$ cat config.mk
export PLATFORM = sky130hd
export DESIGN_NAME = lp2_box_solver
export DESIGN_NICKNAME = d
export VERILOG_FILES = /design/src/rtl/lp2_box_solver.sv
export SDC_FILE = /design/constraint.sdc
export NUM_CORES = 1
export LEC_CHECK = 0
export ABC_AREA = 1
export CAP_MARGIN = 5
export CORE_MARGIN = 4
export CORE_UTILIZATION = 60
export CTS_CLUSTER_SIZE = 8
export DETAILED_ROUTE_END_ITERATION = 10
export PLACE_DENSITY = 0.73
export SLEW_MARGIN = 20
export SYNTH_ARGS = -nofsm -noshare
export SYNTH_HDL_FRONTEND = slang
export SYNTH_SLANG_ARGS = --single-unit
$ cat constraint.sdc
create_clock -name clk -period 19.1 [get_ports clk]
set_clock_uncertainty 0.1 [all_clocks]
set_input_delay 3.82 -clock clk [delete_from_list [all_inputs] [get_ports clk]]
set_output_delay 3.82 -clock clk [all_outputs]
set_load 0.05 [all_outputs]
$ cat src/rtl/lp2_box_solver.sv
// lp2_box_solver: two-variable integer LP solver that loads an objective and
// N_CONS rows, then scans the integer box [X_LO, X_HI]^2 at one candidate per
// cycle and reports the best feasible objective and its argument.
module lp2_box_solver #(
    parameter int unsigned N_CONS = 6,
    parameter int unsigned CW     = 6,
    parameter int unsigned BW     = 12,
    parameter int          X_LO   = -8,
    parameter int          X_HI   = 7,
    parameter int unsigned XW     = 5,
    localparam int unsigned OW    = CW + XW + 1
) (
    input  logic                 clk,
    input  logic                 rst_n,
    input  logic                 in_valid,
    input  logic                 in_mode,
    input  logic signed [CW-1:0] in_a1,
    input  logic signed [CW-1:0] in_a2,
    input  logic signed [BW-1:0] in_b,
    output logic                 in_ready,
    output logic                 out_valid,
    output logic                 out_feasible,
    output logic signed [OW-1:0] out_value,
    output logic signed [XW-1:0] out_x1,
    output logic signed [XW-1:0] out_x2
);

    localparam int unsigned CMPW = ((OW > BW) ? OW : BW) + 1;
    localparam int unsigned BCW  = $clog2(N_CONS + 1);

    typedef enum logic [1:0] {S_IDLE, S_LOAD, S_SCAN, S_OUT} state_t;

    state_t                state_q, state_d;
    logic                  mode_q, mode_d;
    logic signed [CW-1:0]  c1_q, c1_d, c2_q, c2_d;
    logic signed [CW-1:0]  a1_q [N_CONS];
    logic signed [CW-1:0]  a1_d [N_CONS];
    logic signed [CW-1:0]  a2_q [N_CONS];
    logic signed [CW-1:0]  a2_d [N_CONS];
    logic signed [BW-1:0]  b_q  [N_CONS];
    logic signed [BW-1:0]  b_d  [N_CONS];
    logic [BCW-1:0]        beat_q, beat_d;
    logic signed [XW-1:0]  x1_q, x1_d, x2_q, x2_d;
    logic                  done_q, done_d;
    logic                  found_q, found_d;
    logic signed [OW-1:0]  best_val_q, best_val_d;
    logic signed [XW-1:0]  best_x1_q, best_x1_d, best_x2_q, best_x2_d;
    logic                  out_valid_q, out_valid_d;
    logic                  out_feasible_q, out_feasible_d;
    logic signed [OW-1:0]  out_value_q, out_value_d;
    logic signed [XW-1:0]  out_x1_q, out_x1_d, out_x2_q, out_x2_d;

    logic signed [OW-1:0]  row_sum_c [N_CONS];
    logic signed [OW-1:0]  obj_c;
    logic                  feas_c;
    logic                  better_c;

    // Evaluate the current candidate against every row and the objective
    always_comb begin
        feas_c = 1'b1;
        for (int i = 0; i < int'(N_CONS); i++) begin
            row_sum_c[i] = OW'(a1_q[i]) * OW'(x1_q) + OW'(a2_q[i]) * OW'(x2_q);
            if (!(CMPW'(row_sum_c[i]) <= CMPW'(b_q[i]))) begin
                feas_c = 1'b0;
            end
        end
        obj_c    = OW'(c1_q) * OW'(x1_q) + OW'(c2_q) * OW'(x2_q);
        better_c = mode_q ? (obj_c < best_val_q) : (obj_c > best_val_q);
    end

    // Next-state and datapath control
    always_comb begin
        state_d        = state_q;
        mode_d         = mode_q;
        c1_d           = c1_q;
        c2_d           = c2_q;
        a1_d           = a1_q;
        a2_d           = a2_q;
        b_d            = b_q;
        beat_d         = beat_q;
        x1_d           = x1_q;
        x2_d           = x2_q;
        done_d         = done_q;
        found_d        = found_q;
        best_val_d     = best_val_q;
        best_x1_d      = best_x1_q;
        best_x2_d      = best_x2_q;
        out_valid_d    = 1'b0;
        out_feasible_d = 1'b0;
        out_value_d    = '0;
        out_x1_d       = '0;
        out_x2_d       = '0;

        case (state_q)
            S_IDLE, S_OUT: begin
                if (in_valid) begin
                    mode_d  = in_mode;
                    c1_d    = in_a1;
                    c2_d    = in_a2;
                    beat_d  = BCW'(1);
                    state_d = S_LOAD;
                end else begin
                    state_d = S_IDLE;
                end
            end
            S_LOAD: begin
                if (!in_valid) begin
                    state_d = S_IDLE;
                end else begin
                    for (int i = 0; i < int'(N_CONS); i++) begin
                        if (beat_q == BCW'(i + 1)) begin
                            a1_d[i] = in_a1;
                            a2_d[i] = in_a2;
                            b_d[i]  = in_b;
                        end
                    end
                    if (beat_q == BCW'(N_CONS)) begin
                        state_d    = S_SCAN;
                        x1_d       = XW'(X_LO);
                        x2_d       = XW'(X_LO);
                        done_d     = 1'b0;
                        found_d    = 1'b0;
                        best_val_d = '0;
                        best_x1_d  = '0;
                        best_x2_d  = '0;
                    end else begin
                        beat_d = beat_q + BCW'(1);
                    end
                end
            end
            S_SCAN: begin
                if (done_q) begin
                    state_d        = S_OUT;
                    out_valid_d    = 1'b1;
                    out_feasible_d = found_q;
                    out_value_d    = best_val_q;
                    out_x1_d       = best_x1_q;
                    out_x2_d       = best_x2_q;
                end else begin
                    if (feas_c && (!found_q || better_c)) begin
                        found_d    = 1'b1;
                        best_val_d = obj_c;
                        best_x1_d  = x1_q;
                        best_x2_d  = x2_q;
                    end
                    if (x1_q == XW'(X_HI)) begin
                        x1_d = XW'(X_LO);
                        if (x2_q == XW'(X_HI)) begin
                            done_d = 1'b1;
                        end else begin
                            x2_d = x2_q + XW'(1);
                        end
                    end else begin
                        x1_d = x1_q + XW'(1);
                    end
                end
            end
            default: state_d = S_IDLE;
        endcase
    end

    // State and datapath registers
    always_ff @(posedge clk or negedge rst_n) begin
        if (!rst_n) begin
            state_q        <= S_IDLE;
            mode_q         <= 1'b0;
            c1_q           <= '0;
            c2_q           <= '0;
            for (int i = 0; i < int'(N_CONS); i++) begin
                a1_q[i] <= '0;
                a2_q[i] <= '0;
                b_q[i]  <= '0;
            end
            beat_q         <= '0;
            x1_q           <= '0;
            x2_q           <= '0;
            done_q         <= 1'b0;
            found_q        <= 1'b0;
            best_val_q     <= '0;
            best_x1_q      <= '0;
            best_x2_q      <= '0;
            out_valid_q    <= 1'b0;
            out_feasible_q <= 1'b0;
            out_value_q    <= '0;
            out_x1_q       <= '0;
            out_x2_q       <= '0;
        end else begin
            state_q        <= state_d;
            mode_q         <= mode_d;
            c1_q           <= c1_d;
            c2_q           <= c2_d;
            a1_q           <= a1_d;
            a2_q           <= a2_d;
            b_q            <= b_d;
            beat_q         <= beat_d;
            x1_q           <= x1_d;
            x2_q           <= x2_d;
            done_q         <= done_d;
            found_q        <= found_d;
            best_val_q     <= best_val_d;
            best_x1_q      <= best_x1_d;
            best_x2_q      <= best_x2_d;
            out_valid_q    <= out_valid_d;
            out_feasible_q <= out_feasible_d;
            out_value_q    <= out_value_d;
            out_x1_q       <= out_x1_d;
            out_x2_q       <= out_x2_d;
        end
    end

    assign in_ready     = (state_q != S_SCAN);
    assign out_valid    = out_valid_q;
    assign out_feasible = out_feasible_q;
    assign out_value    = out_value_q;
    assign out_x1       = out_x1_q;
    assign out_x2       = out_x2_q;

endmodule
==> impl_metrics.ini <==
[clock_network]
cts_setup_buffers = 0
cts_tree = yes
cts_buffers = 35
cts.sinks = 220
ctsResizeCount = 0
clkTransAtPathRegs_ns = 0.05
h-tree-depth = 2
root_buffer = clkbuf_16
clock_latency_ns = 0.55
ctsHoldBuffers = 0
cts.path.max_buffers = 3

[synth]
synth_area_per_cell_um2 = 8.349
synth_top_area_share = 0.2889
synthTopCellsByArea = fa_1 (29%), dfrtp_1 (19%), ha_1 (14%), inv_1 (13%), nand2_1 (9.0%)
synth.yosys.seq_area_share = 0.1924
synth_seq_cells = 220
synthCells = 3428
synth-edff-count = 0
syn_area_um2 = 28620
synth-warning-count = 0
yosysUniqueCellTypes = 42
synth.net_count = 4186
synth_flop_cell = dfrtp_1
ys_async_sr_fraction = 1.000
yosysTopAreaCell = fa_1

[status]
status = finished clean

[critical_path]
cp_top_family = adder cells
cp.depth = 33
cpPeakStageDelay_ns = 0.74
critPathKind = register to register
worstPathArrival_ns = 8.15
cp.required_ns = 19.48
slowest_stage = dfrtp_2
cp_common_cell = nand2_1
critPathMaxFanout = 25
start_kind = register
end_kind = register
ff2ff_path_depth = 33
cp_num_buf_inv = 6

[timing]
finalSetupTns_ns = 0
slew_viol_final = 0
fin_crit_ns = 7.765
finalHoldViolCount = 0
rsz0062_at_grt = no
finalCritPeriodShare = 0.4065
worst_pin_slew_ns = 0.9178
fmax_ghz = 0.1288
slew_headroom = 0.3881
setup_viol = 0

[finish]
fillerInstances = 3892
fin_nets = 4196
area_growth_pct = 7.004
ff_latch_area_um2 = 5515
drive_above_1_share = 0.04553
multi_input_area_um2 = 18950

[global_routing]
grt-ovfl-total = 0
track_usage = 0.2782
grt_pass1_vias = 22780
antenna_found_initial = 4
grt_max_degree = 96
grt_pass1_wl_um = 112900

[drt]
via_count = 21510
drt-vias-per-instance = 5.300
drc = 0
drt_iter0_markers = 1444
wl_per_cell_um = 16.78
ant_nets = 0
drt_pass1_iterations = 5
wl_um = 68110

[worst_hold_path]
min_path_type = register to register
min_path_cells = 2

[die]
die_w_um = 226.4
fp-row-count = 79
coreArea_um2 = 46850
ios = 53
initial_core_util = 0.6108
die_area_um2 = 51260
die_y_um = 226.4

[run]
max-cap-violations = 0

[place]
io_buffer_count = 52
gp_congestion = 0.8949
hpwl_um = 51800
==> final timing paths <==
kind	from	to	slack, ns
max	x2_q[1]	best_val_q[8]	11.33
max reg2reg	x2_q[1]	best_val_q[8]	11.33
min in group asynchronous	rst_n	b_q[53]	3.21
min	best_x2_q[2]	best_x2_q[2]	0.38
max in group asynchronous	rst_n	x2_q[0]	14.18
min reg2reg	best_x2_q[2]	best_x2_q[2]	0.38
==> synthesized netlist by cell type, types with 42 or more instances <==
library cell / instances
a21oi_1: 83
clkbuf_1: 72
nand2_1: 686
dfrtp_1: 220
nor2_1: 101
xnor2_1: 52
ha_1: 317
xor2_1: 57
o21ai_0: 191
fa_1: 413
nand4_1: 42
inv_1: 990
==> through the flow <==
| step | setup slack [ns] | hold WS (ns) | util | cells | area, µm² |
|---|---|---|---|---|---|
| finish | 11.33 | 0.3758 | 0.6536 | 4058 | 30620 |
| global route | 10.96 | 0.4001 | 0.6534 | 4055 | 30620 |
| CTS | 11.42 | 0.3785 | 0.6533 | 4055 | 30610 |
| detailed placement | 11.44 | 0.3656 | 0.6325 | 4008 | 29630 |
| global placement | 11.70 | 0.3676 | 0.6325 | 4008 | 29630 |
| floorplan | 12.38 | 0.3419 | - | 3428 | 28620 |
==> sequential cells by signal, summed over array words and instances, names as in the netlist <==
register,count
done_q,1
c1_q,6
x1_q,5
out_x2,5
c2_q,6
best_x1_q,5
beat_q,3
found_q,1
out_feasible,1
x2_q,5
best_val_q,12
out_x1,5
mode_q,1
best_x2_q,5
state_q,2
out_value,12
b_q,72
a1_q,36
out_valid,1
a2_q,36
==> worst register-to-register path: cells and delay by family (launching register included) <==
family | cells | cell delay [ns]
DFF | 1 | 0.74
xor gates and xnor gates | 1 | 0.16
adders and majority gates | 7 | 3.06
AOI/OAI and AO/OA | 4 | 0.69
and+or+nand+nor | 15 | 2.12
buffers and inverters | 6 | 0.85
==> routing by layer <==
metal / share of wire / wire, µm / up-vias / track usage
li1: - / - / 10090 / -
met1: 0.40 / 27570 / 10620 / 0.3669
met3: 0.073 / 4994 / 137 / 0.04687
met2: 0.49 / 33130 / 664 / 0.4673
met5: 0 / 0 / - / 0
met4: 0.035 / 2412 / 0 / 0.1029
==> area by class of cell <==
type,instances,share of cell area
inverter,995,0.1220
sequential,220,0.1801
clock inverter,7,0.002370
multi-input combinational,2114,0.6189
tap,607,0.02480
clock buffer,40,0.02954
timing repair buffer,72,0.02206
antenna,3,0.0002451
==> cell families after synthesis <==
family          after synthesis  share of synthesized area
buf+inv                    1094                     0.1456
simple gates                954                     0.1410
fa+ha+maj                   730                     0.4275
compound gates              320                    0.05981
flops                       220                     0.1924
xor+xnor                    109                    0.03336
mux                           1                  0.0003934
==> cells in the final DEF (no fill, tap or decap), types with 2 or more instances in the layout <==
cell type        Yosys  routed
inv_1              990     990
nand2_1            686     686
fa_1               413     413
ha_1               317     317
dfrtp_1            220     212
o21ai_0            191     191
nor2_1             101     100
a21oi_1             83      83
xor2_1              57      57
xnor2_1             52      52
clkdlybuf4s50_1      0      51
nand4_1             42      42
clkbuf_16            0      35
or2_2               33      33
nand3_1             30      30
nand2_2             24      24
buf_4                0      20
nor3_1              13      13
a21o_1              11      11
o31ai_1             10      10
o21bai_1             8       8
dfrtp_2              0       8
nand3_2              7       7
o2111ai_1            5       5
inv_2                5       5
o21a_1               4       4
nor2_4               3       4
o21ai_1              4       4
nor2_2               4       4
clkbuf_1            72       4
diode_2              0       3
nand2_4              3       3
clkinv_2             0       3
nand3b_1             2       2
a31oi_1              2       2
inv_16               0       2
Power is not shown: default switching activity piles up to over one toggle a cycle in this logic, so the estimate is an artifact.
